`config.mk`:
```
export PLATFORM = sky130hd
export DESIGN_NAME = reg_wb_arbiter
export DESIGN_NICKNAME = d
export VERILOG_FILES = /design/src/rtl/riscv_definitions_pkg.sv /design/src/rtl/reg_wb_arbiter_scoreboard.sv /design/src/rtl/reg_wb_arbiter.sv
export SDC_FILE = /design/constraint.sdc
export NUM_CORES = 1
export LEC_CHECK = 0
export BUFFER_PORTS_ARGS = -buffer_cell sky130_fd_sc_hd__buf_2
export CAP_MARGIN = 20
export CELL_PAD_IN_SITES_DETAIL_PLACEMENT = 1
export CELL_PAD_IN_SITES_GLOBAL_PLACEMENT = 1
export CORE_MARGIN = 8
export CORE_UTILIZATION = 37
export DETAILED_ROUTE_END_ITERATION = 16
export HOLD_SLACK_MARGIN = 0.15
export PLACE_DENSITY_LB_ADDON = 0.1
export SYNTH_ARGS = -nofsm -noshare
export SYNTH_HDL_FRONTEND = slang
export SYNTH_SLANG_ARGS = --single-unit
```
`constraint.sdc`:
```
create_clock -name clk -period 3.3 [get_ports clk]
set_input_delay 0.33 -clock clk [delete_from_list [all_inputs] [get_ports clk]]
set_output_delay 0.33 -clock clk [all_outputs]
set_load 0.02 [all_outputs]
```
`src/rtl/riscv_definitions_pkg.sv`:
```
// Shared RISC-V types plus the writeback-source encoding and starvation
// counter width used by reg_wb_arbiter.
package riscv_definitions;

    typedef logic [4:0] regAddr_t;

    typedef union packed {
        logic        [31:0] u;
        logic signed [31:0] s;
    } dataBus_u;

    typedef enum logic [1:0] {
        WB_NONE = 2'd0,
        WB_ALU  = 2'd1,
        WB_LSU  = 2'd2
    } wbSrc_e;

    localparam int unsigned STARVE_CNT_W = 4;

endpackage

```
`src/rtl/reg_wb_arbiter_scoreboard.sv`:
```
// wb_scoreboard: pending-load busy bits with same-cycle clear forwarding on
// the rs1/rs2 lookups. x0 is never busy.
module wb_scoreboard
    import riscv_definitions::*;
(
    input  logic        clk,
    input  logic        clk_en,
    input  logic        rst_n,
    input  logic        set_vld,
    input  regAddr_t    set_addr,
    input  logic        clr_vld,
    input  regAddr_t    clr_addr,
    input  regAddr_t    rs1_addr,
    input  regAddr_t    rs2_addr,
    output logic        rs1_busy,
    output logic        rs2_busy,
    output logic [31:0] busy_o
);

    logic [31:0] busy_q, busy_d;

    // Set is applied after clear so a same-cycle issue/return keeps the bit.
    always_comb begin
        busy_d = busy_q;
        if (clr_vld)
            busy_d[clr_addr] = 1'b0;
        if (set_vld && set_addr != '0)
            busy_d[set_addr] = 1'b1;
        busy_d[0] = 1'b0;
    end

    always_ff @(posedge clk) begin
        if (!rst_n)
            busy_q <= '0;
        else if (clk_en)
            busy_q <= busy_d;
    end

    // The hazard unit must stall before re-issuing to a pending register.
    always_ff @(posedge clk) begin
        if (rst_n && clk_en && set_vld && set_addr != '0)
            assert (!busy_q[set_addr] || (clr_vld && clr_addr == set_addr));
    end

    assign rs1_busy = busy_q[rs1_addr] && !(clr_vld && clr_addr == rs1_addr);
    assign rs2_busy = busy_q[rs2_addr] && !(clr_vld && clr_addr == rs2_addr);
    assign busy_o   = busy_q;

endmodule

```
`src/rtl/reg_wb_arbiter.sv`:
```
// reg_wb_arbiter: shares the rd0 write port between ALU and LSU writebacks.
// Optional conflict statistics are built when WB_ARB_STATS_EN is defined.
module reg_wb_arbiter
    import riscv_definitions::*;
#(
    parameter int unsigned STARVE_MAX = 4
) (
    input  logic        clk,
    input  logic        clk_en,
    input  logic        rst_n,
    input  logic        alu_valid,
    input  regAddr_t    alu_addr,
    input  dataBus_u    alu_data,
    output logic        alu_ready,
    input  logic        lsu_valid,
    input  regAddr_t    lsu_addr,
    input  dataBus_u    lsu_data,
    output logic        lsu_ready,
    input  logic        lsu_issue_valid,
    input  regAddr_t    lsu_issue_addr,
    input  regAddr_t    rs1_addr,
    input  regAddr_t    rs2_addr,
    output logic        rs1_busy,
    output logic        rs2_busy,
    output regAddr_t    rd0_addr,
    output logic        rd0_wr_en,
    output dataBus_u    rd0_data,
    output logic [15:0] conflict_cnt
);

    localparam logic [STARVE_CNT_W-1:0] STARVE_LIM = STARVE_CNT_W'(STARVE_MAX);

    logic                    active;
    logic                    alu_elig;
    logic                    lsu_win;
    logic                    lsu_xfer;
    logic [31:0]             busy;
    wbSrc_e                  wb_src;
    logic [STARVE_CNT_W-1:0] starve_q, starve_d;

    assign active = clk_en && rst_n;

    // A busy destination would let the ALU overtake a pending load (WAW).
    assign alu_elig = alu_valid && !busy[alu_addr];
    assign lsu_win  = lsu_valid && (!alu_elig || starve_q == STARVE_LIM);

    always_comb begin
        wb_src = WB_NONE;
        if (lsu_win)
            wb_src = WB_LSU;
        else if (alu_elig)
            wb_src = WB_ALU;
    end

    always_comb begin
        alu_ready = 1'b0;
        lsu_ready = 1'b0;
        rd0_addr  = '0;
        rd0_data  = '0;
        case (wb_src)
            WB_ALU: begin
                alu_ready = active;
                rd0_addr  = alu_addr;
                rd0_data  = alu_data;
            end
            WB_LSU: begin
                lsu_ready = active;
                rd0_addr  = lsu_addr;
                rd0_data  = lsu_data;
            end
            default: ;
        endcase
    end

    assign rd0_wr_en = (alu_ready || lsu_ready) && rd0_addr != '0;
    assign lsu_xfer  = lsu_valid && lsu_ready;

    always_comb begin
        starve_d = starve_q;
        if (!lsu_valid || lsu_win)
            starve_d = '0;
        else if (starve_q != STARVE_LIM)
            starve_d = starve_q + 1'b1;
    end

    always_ff @(posedge clk) begin
        if (!rst_n)
            starve_q <= '0;
        else if (clk_en)
            starve_q <= starve_d;
    end

`ifdef WB_ARB_STATS_EN
    logic [15:0] conflict_q, conflict_d;

    always_comb begin
        conflict_d = conflict_q;
        if (alu_valid && lsu_valid && conflict_q != 16'hFFFF)
            conflict_d = conflict_q + 16'd1;
    end

    always_ff @(posedge clk) begin
        if (!rst_n)
            conflict_q <= '0;
        else if (clk_en)
            conflict_q <= conflict_d;
    end

    assign conflict_cnt = conflict_q;
`else
    assign conflict_cnt = '0;
`endif

    wb_scoreboard u_sb (
        .clk      (clk),
        .clk_en   (clk_en),
        .rst_n    (rst_n),
        .set_vld  (lsu_issue_valid),
        .set_addr (lsu_issue_addr),
        .clr_vld  (lsu_xfer),
        .clr_addr (lsu_addr),
        .rs1_addr (rs1_addr),
        .rs2_addr (rs2_addr),
        .rs1_busy (rs1_busy),
        .rs2_busy (rs2_busy),
        .busy_o   (busy)
    );

endmodule

```
Yosys cells after proc, flatten, opt, wreduce, memory -nomap -nowiden
Index checks and enable logic that the tools add are counted.
{"block": "classes", "order_cmp": 7, "add_sub_neg": 1, "muxes": 20, "eq_ne": 6, "n_reduce_logical": 24, "bitwise": 3}
{"op": "32-bit two-way mux", "count": 2}
{"op": "32-bit case mux with 2 select lines", "count": 1}
{"op": "32-bit AND", "count": 1}
{"op": "32-bit NOT", "count": 1}
{"op": "32-bit bitwise OR", "count": 1}
{"op": "5-bit by 6-bit < comparator with 1-bit output, second input constant", "count": 5}
{"op": "1-bit binary-select mux with 5-bit select", "count": 3}
{"op": "1-bit logical AND", "count": 12}
{"op": "1-bit demux with 5-bit select", "count": 2}
{"op": "5-bit equality test", "count": 2}
{"op": "5-bit by 1-bit greater-or-equal comparator with 1-bit output, second input constant", "count": 2}
{"op": "5-bit case mux with 2 select lines", "count": 1}
{"op": "5-bit nonzero test", "count": 2}
{"op": "1-bit two-way mux", "count": 8}
{"op": "4-bit two-way mux", "count": 2}
{"op": "1-bit logical NOT", "count": 5}
{"op": "4-bit by 1-bit adder with 4-bit output, second input constant", "count": 1}
{"op": "4-bit by 3-bit equality test with 1-bit output, second input constant", "count": 1}
{"op": "4-bit by 3-bit inequality test with 1-bit output, second input constant", "count": 1}
{"op": "1-bit logical OR", "count": 3}
{"op": "2-bit by 1-bit equality test with 1-bit output, second input constant", "count": 1}
{"op": "2-bit equality test, second input constant", "count": 1}
{"op": "2-bit two-way mux", "count": 1}
{"op": "2-bit AND reduction", "count": 1}
{"op": "2-bit nonzero test", "count": 1}
{"block": "totals", "output_inout_bits": 58, "input_bits": 95, "register_bits": 35, "elab_cells": 63}

Depth between registers and ports, before layout
Gate-level depths: netlist (run 1).
{"block": "logic_depth", "depth_word": 14, "ltp_mapped": 10, "depth_no_buf": 8}

Cells and area by module
A second synthesis (run 1) with hierarchy kept.
{"block": "hier_totals", "hier_cells": 379, "area_unflattened_um2": 3330.7}
{"mod": "wb_scoreboard", "seq_area_each_um2": 620.6, "instances": 1, "area_each_um2": 2080.7, "cells_per_inst": 230}
{"mod": "reg_wb_arbiter", "seq_area_each_um2": 80.1, "instances": 1, "area_each_um2": 1249.9, "cells_per_inst": 149}

Least setup slack after synthesis (run 1)
Ideal clock, no wire load.
{"block": "synth_timing", "kind": "in2out", "startpoint": "input port alu_addr[0]", "endpoint": "output port rd0_addr[0]", "arrival_ns": 2.359, "slack_ns": 0.611, "cell_stages": 7, "t_required_ns": 2.970, "path_buffers": 2, "path_cell_list": "buf_6 -> mux4_2 -> a22o_1 -> nor4_4 -> a211oi_2 -> clkbuf_1 -> o31ai_1"}
{"block": "synth_between", "elab_chain_cells": 10, "elab_cells_between_ends": 12, "classes_between": "eq/ne (2); mux (5); reduce/logical (5)"}
{"item": "from (decl)", "line": "reg_wb_arbiter.sv:12", "text": "input regAddr_t alu_addr,"}
{"item": "1-bit binary-select mux with 5-bit select", "line": "reg_wb_arbiter.sv:44", "text": "assign alu_elig = alu_valid && !busy[alu_addr];"}
{"item": "1-bit two-way mux (not written as such)", "line": "reg_wb_arbiter.sv:44"}
{"item": "1-bit logical NOT", "line": "reg_wb_arbiter.sv:44"}
{"item": "1-bit logical AND", "line": "reg_wb_arbiter.sv:44"}
{"item": "1-bit logical NOT", "line": "reg_wb_arbiter.sv:45", "text": "assign lsu_win = lsu_valid && (!alu_elig || starve_q == STARVE_LIM);"}
{"item": "1-bit logical OR", "line": "reg_wb_arbiter.sv:45"}
{"item": "1-bit logical AND", "line": "reg_wb_arbiter.sv:45"}
{"item": "2-bit two-way mux", "line": "reg_wb_arbiter.sv:49", "text": "if (lsu_win)"}
{"item": "2-bit equality test or 2-bit by 1-bit equality test with 1-bit output (tied branches)", "line": "reg_wb_arbiter.sv:60", "text": "case (wb_src)"}
{"item": "5-bit case mux with 2 select lines *", "line": "reg_wb_arbiter.sv:60"}
{"item": "to (decl)", "line": "reg_wb_arbiter.sv:25", "text": "output regAddr_t rd0_addr,"}
Every way passes the cells marked *; elsewhere a longest branch is shown, timed or not. The select of a mux whose other input is x is not followed.

Final worst setup path (run 1)
{"block": "layout_timing", "startpoint": "register u_sb.busy_q[15], in the netlist u_sb.busy_o[15]", "endpoint": "output port rd0_addr[3]"}
{"block": "layout_between", "elab_chain_cells": 10, "elab_cells_between_ends": 12, "classes_between": "eq/ne (2); mux (5); reduce/logical (5)"}
{"item": "from (decl)", "line": "reg_wb_arbiter_scoreboard.sv:20", "text": "logic [31:0] busy_q, busy_d;"}
{"item": "from (signal assigned)", "line": "reg_wb_arbiter_scoreboard.sv:36", "text": "busy_q <= busy_d;"}
{"item": "1-bit binary-select mux with 5-bit select *", "line": "reg_wb_arbiter.sv:44"}
{"item": "1-bit two-way mux (not written as such) *", "line": "reg_wb_arbiter.sv:44"}
{"item": "1-bit logical NOT *", "line": "reg_wb_arbiter.sv:44"}
{"item": "1-bit logical AND *", "line": "reg_wb_arbiter.sv:44"}
{"item": "1-bit logical NOT", "line": "reg_wb_arbiter.sv:45"}
{"item": "1-bit logical OR", "line": "reg_wb_arbiter.sv:45"}
{"item": "1-bit logical AND", "line": "reg_wb_arbiter.sv:45"}
{"item": "2-bit two-way mux *", "line": "reg_wb_arbiter.sv:49"}
{"item": "2-bit equality test or 2-bit by 1-bit equality test with 1-bit output (tied branches)", "line": "reg_wb_arbiter.sv:60"}
{"item": "5-bit case mux with 2 select lines *", "line": "reg_wb_arbiter.sv:60"}
Marked as above.

==> summary.txt, run 1 <==
Min path
  • Hold Crit Class: input port to register

Die
  • Row count: 35
  • Die Wd: between 100 and 150 um
  • Ports: between 150 and 200
  • Starting Density: 0.380
  • Die ar.: 12900 sq um
  • Die Height: 113 um
  • Core area: 9240 sq um

Synth
  • Asr flop ratio synth: 0
  • Synth warn: 0
  • Post-synth top area share: 0.200
  • Syn_area_per_cell: 7.78 sq um
  • Sequential share of the synthesized area: 0.200
  • Cells after synthesis: 451
  • Post-synth EDFFs: 0
  • Most used DFF post-synth: dfxtp_1
  • Top cells by area, synth: dfxtp_1 (20%), mux4_2 (16%), nand2_1 (7.8%)
  • Post-Syn Area: 3510 sq um
  • Synth area leader: dfxtp_1
  • Cell variety after synth: 52
  • Seq cells post-synth: 35

Timing
  • Max Fclk: 325 MHz
  • Clock skew: 10.6 ps
  • Final max-slew violation count: 0
  • RSZ-0062 raised after global routing: false
  • Period utilization: 0.932
  • Finish-stage setup viols: 0
  • Slew HR: 0.408
  • Final hold viol count: 0
  • Setup TNS Final: 0 ps
  • Worst slew pin tran: just under 900 ps
  • Minimum clock period: 3080 ps

Cells and area
  • Nets: ~660
  • Layout cells sized above 1: 0.336
  • Area growth, synth to finish: 22.5%
  • Final Cell Area: 4300 sq um
  • Antenna cell count: 0

Clock tree
  • Number of CTS-inserted buffers: 5
  • TritonCTS clock tree: built
  • H-tree level count: 2
  • CTS Hold Bufs: 0
  • Root Driver: clkbuf_8
  • Clock slew at reported path FFs: 80 ps
  • Sink Count: 35
  • CTS Buffer Depth: 2
  • Clk_lat worst skew: just under 300 ps

GRT
  • GR Util met2: 0.371
  • Initial antenna violation count: 0
  • Met3 Usage GRT: 0.0454
  • Global routing usage summed across all routing layers: 0.219
  • GR Overflow Total: 0
  • Pin count of the biggest net entering global routing: 43
  • Vias in the first global route: 3958
  • M1 GR Usage: 0.279
  • First-pass GRT wire length: 22500 um
  • Gr busiest metal: met2

Placement
  • Placed Area: 4170 sq um
  • Port bufs: ~140
  • Placer Congestion: 0.916
  • Hpwl dp: between 10000 and 15000 um

Detailed routing
  • Router iterations before antenna repair: 4
  • Antenna-violating nets left: 0
  • Total vias in the final route: 3885
  • Avg Vias per Cell: 5.59
  • DRT iter0 DRCs: 268
  • WL final: 14100 um
  • Routed len/inst: 20.3 um
  • Drt drc: 0

Power
  • Leak: 1.90 nW
  • Power Density: 268 nW/um^2
  • Peak supply drop: 0.000198 V

Critical path
  • Most frequent CP cell: buf_4
  • Critical path endpoint category: primary output
  • Max FO, Critical Path: 34
  • Worst EP required: slightly below 3000 ps
  • Crit path DAT: between 2000 and 3000 ps
  • Crit path max-delay family: compound AO/OA/AOI/OAI gates
  • CP startpoint kind: register
  • Max incr delay on CP: 490 ps
  • Worst path slowest cell: mux4_2
  • CP Cell Sequence: mux4_2, a22o_1, a31oi_1, a211oi_4, buf_4, buf_4, o31ai_1, buf_2
  • Crit Path Category: register to primary output
  • Buffer and inverter count on the worst path: 3

Job
  • Max Cap Viol: 0

Outcome
  • Status: finished clean
per-stage QoR:
stage | instances | power (W) | utilization | setup slack (ps) | hold WS, ps
after floorplan | 466 | 0.000710 | - | 611 | 427
after global placement | 682 | 0.000837 | 0.451 | 325 | 503
after detailed placement | 682 | 0.000844 | 0.451 | 238 | 508
after CTS | 690 | 0.00115 | 0.460 | 28.3 | 305
after global routing | 695 | 0.00121 | 0.465 | 72.6 | 329
final | 695 | 0.00115 | 0.465 | 225 | 308
synth_stat cells, drive strengths merged (14+ instances only):
library cell,number
mux4,25
nor2,20
nand2,73
o31ai,36
inv,41
o311ai,14
nand3,19
nor3,16
clkbuf,23
o21ai,19
buf,30
a21oi,22
dfxtp,35
sequential cells by signal (all words and copies together), names as in the netlist:
name / flops
starve_q: 4
u_sb.busy_o: 31
worst paths after layout:
check,from,to,slack (ps),cells past startpoint
hold reg to reg,starve_q[2],starve_q[2],520,2
setup reg to reg,starve_q[0],u_sb.busy_o[31],750,9
setup / recovery,u_sb.busy_o[15],rd0_addr[3],220,8
hold / removal,lsu_issue_addr[1],u_sb.busy_o[21],310,2
repair_timing:
action | CTS | global route
endpoints found under the setup margin | 0 | 18
gates resized for setup | 0 | 0
buffers inserted | 0 | 4
layout make-up:
| type | count | area [sq um] |
|---|---|---|
| fillers | 1193 | 4940 |
| multi-input cells | 337 | 2430 |
| repair buffers | 145 | 773 |
| flip-flops and latches | 35 | 701 |
| well taps | 129 | 161 |
| inverters | 41 | 154 |
| clock buffers | 7 | 76.3 |
| clock inverters | 1 | 5.00 |
logic make-up (layout without fill, tap and decap cells):
group / Yosys count / in the layout / share of synthesized area
xor+xnor: 10 / 10 / 0.0250
fa+ha+maj: 2 / 2 / 0.00713
mux: 30 / 30 / 0.176
simple gates: 164 / 164 / 0.227
other cells: 1 / 16 / 0.00107
flops: 35 / 35 / 0.200
buf+inv: 94 / 194 / 0.129
compound gates: 115 / 115 / 0.236
routing by layer:
layer	share of wire	up-vias
li1	-	1838
met1	0.42	1874
met2	0.48	162
met3	0.084	11
met4	0.0087	0
met5	0	-
power by group:
group	internal (W)	switching, W
registers	0.000425	0.00000451
clock network	0.000148	0.000160
logic	0.000149	0.000264
total	0.000723	0.000429
cell usage in the layout (no fill, tap or decap), types with 4 or more instances in the layout:
cell type / instances
nand3b_1: 4
clkbuf_8: 5
buf_4: 7
inv_1: 41
conb_1: 16
buf_2: 136
and2_1: 5
dfxtp_1: 35
o21ai_1: 5
o21ai_0: 13
nor2_1: 20
a22o_1: 6
nand2_1: 73
xnor2_1: 6
xor2_1: 4
o311ai_0: 14
nor3_1: 15
o31ai_1: 32
nor2b_1: 6
nor3b_1: 6
o31ai_2: 4
mux4_2: 25
nand3_1: 19
o211ai_1: 4
a21oi_1: 22
No activity file was read; power rests on OpenSTA's default activity.
==> inputs of run 2 (changes only) <==
--- a/config.mk
+++ b/config.mk
@@ -11,6 +11,7 @@
 export CELL_PAD_IN_SITES_GLOBAL_PLACEMENT = 1
 export CORE_MARGIN = 8
 export CORE_UTILIZATION = 37
+export CTS_BUF_LIST = sky130_fd_sc_hd__clkbuf_4
 export DETAILED_ROUTE_END_ITERATION = 16
 export HOLD_SLACK_MARGIN = 0.15
 export PLACE_DENSITY_LB_ADDON = 0.1
==> summary.txt, run 2 (synthesis gave the netlist of run 1 again) <==
Min path
  • Hold Crit Class: input port to register
  • WHS Path Cells: 2

Die
  • Die Wd: 113 um
  • Die Height: around 110 um
  • Row count: 35
  • Core area: 9240 sq um
  • Starting Density: 0.380
  • Die ar.: around 13000 sq um
  • Ports: about 150

Critical path
  • Worst EP required: 2970 ps
  • Max incr delay on CP: 480 ps
  • Crit Path Category: register to primary output
  • FF-to-FF Start: starve_q[0]
  • CP Cell Sequence: mux4_2, a22o_1, a31oi_1, a211oi_4, buf_4, buf_12, o31ai_1, buf_2
  • Setup crit start: u_sb.busy_o[13]
  • Critical Path Stages: 8
  • Worst R2R Path Depth: 9
  • Worst path slowest cell: mux4_2
  • Critical path endpoint category: primary output
  • Crit path max-delay family: compound AO/OA/AOI/OAI gates
  • Crit path DAT: 2750 ps
  • Buffer and inverter count on the worst path: 3
  • Worst R2R End: u_sb.busy_o[31]
  • FF-to-FF setup slack: between 700 and 800 ps
  • Max FO, Critical Path: 42
  • CP startpoint kind: register
  • Worst setup path end: rd0_data[22]

Cells and area
  • Area growth, synth to finish: 21.4%
  • Final core occ: 0.461
  • Max FFs per register: 31
  • Antenna cell count: 0
  • Most used cells in the layout excluding fill and tap cells: buf_2 (136), nand2_1 (73), inv_1 (41), dfxtp_1 (35), o31ai_1 (32)
  • Final cell count without fillers: 693
  • Nets: 660
  • Layout cells sized above 1: 0.337
  • Commonest non-fill, non-tap cell in the layout: buf_2

GRT
  • Vias in the first global route: between 3000 and 4000
  • Initial antenna violation count: 0
  • GR Overflow Total: 0
  • Pin count of the biggest net entering global routing: 43
  • Global routing usage summed across all routing layers: 0.220
  • First-pass GRT wire length: 22600 um

Timing
  • Minimum clock period: 3080 ps
  • Setup ws final: 217 ps
  • Period utilization: 0.934
  • Finish-stage setup viols: 0
  • Final hold viol count: 0
  • Setup TNS Final: 0 ps
  • Worst slew pin tran: 803 ps
  • RSZ-0062 raised after global routing: false
  • Max Fclk: 324 MHz
  • Clock skew: about 19 ps
  • Slew HR: 0.457
  • Final max-slew violation count: 0

Placement
  • Port bufs: 136
  • Hpwl dp: 11400 um
  • Placer Congestion: between 0.9 and 1
  • Placed insts: 682
  • Dpl ws: ~240 ps

Detailed routing
  • Antenna-violating nets left: 0
  • Avg Vias per Cell: roughly 5.6
  • Total vias in the final route: between 3000 and 4000
  • WL final: 14200 um
  • Drt drc: 0
  • DRT iter0 DRCs: 270
  • Router iterations before antenna repair: 4
  • Routed len/inst: slightly above 20 um

Clock tree
  • Root Driver: clkbuf_4
  • H-tree level count: 2
  • Clk_lat worst skew: 350 ps
  • TritonCTS clock tree: built
  • Number of CTS-inserted buffers: 5
  • Clock slew at reported path FFs: ~120 ps
  • CTS Buffer Depth: 2
  • Sink Count: 35
  • Post-CTS resize count: 0

Outcome
  • Status: finished clean

Power
  • Leak: between 1.5 and 2 nW
  • Peak supply drop: 0.000173 V
  • Total power: roughly 0.0011 W
  • Power Density: 256 nW/um^2

Job
  • Max Cap Viol: 0
==> run 2: cell count changes in the layout (fill, tap and decap cells not counted) <==
cell / delta
clkbuf_4: +7
clkbuf_1: -2
clkbuf_8: -5
buf_4: -2
==> run 2: layout make-up <==
| type | count | area [sq um] |
|---|---|---|
| Clock buffer | 7 | 52.6 |
| Clock inverter | 1 | 5.00 |
| Fill cell | 1197 | 4980 |
| Inverter | 41 | 154 |
| Multi-Input combinational cell | 337 | 2430 |
| Sequential cell | 35 | 701 |
| Tap cell | 129 | 161 |
| Timing Repair Buffer | 143 | 758 |
==> run 2: layer usage <==
metal | routed length [um] | share of wire | global-route usage
met4 | 205 | 0.014 | 0.0560
met5 | 0 | 0 | 0
met3 | 1170 | 0.083 | 0.0438
met2 | 6760 | 0.48 | 0.371
met1 | 6020 | 0.43 | 0.280
==> run 2: power breakdown <==
| part | switching (W) | total, W | internal, W |
|---|---|---|---|
| Clock | 0.000151 | 0.000251 | 0.0000996 |
| Sequential | 0.00000450 | 0.000430 | 0.000426 |
| Combinational | 0.000264 | 0.000411 | 0.000147 |
| Total | 0.000420 | 0.00109 | 0.000672 |
==> run 2: how the worst min path moves through the flow <==
| stage | slack [ps] | endpoint | start |
|---|---|---|---|
| 3_3_place_gp | 500 | starve_q[2] | starve_q[2] |
| 6_report | 240 | u_sb.busy_o[21] | lsu_issue_addr[1] |
| 4_1_cts | 240 | u_sb.busy_o[21] | lsu_issue_addr[1] |
| 3_5_place_dp | 510 | starve_q[2] | starve_q[2] |
| 5_1_grt | 260 | u_sb.busy_o[21] | lsu_issue_addr[1] |
| 2_1_floorplan | 430 | u_sb.busy_o[21] | lsu_issue_addr[1] |
==> run 2: repair_timing <==
action,4_1_cts,5_1_grt
setup buffers,2,0
endpoints found under the setup margin,15,0
hold buffers,0,0
==> run 2: through the flow <==
stage,area (sq um),hold slack [ps]
after floorplan,3570,427
after global placement,4170,503
after detailed placement,4170,508
after CTS,4240,235
after global routing,4260,257
final,4260,245
==> run 2: worst reg2reg max path: cells and delay by family, from the launching register on <==
kind	cells	cell delay, ps
DFF	1	360
and+or+nand+nor	4	1140
AOI/OAI and AO/OA	2	490
adders and majority gates	1	150
buffers and inverters	2	280
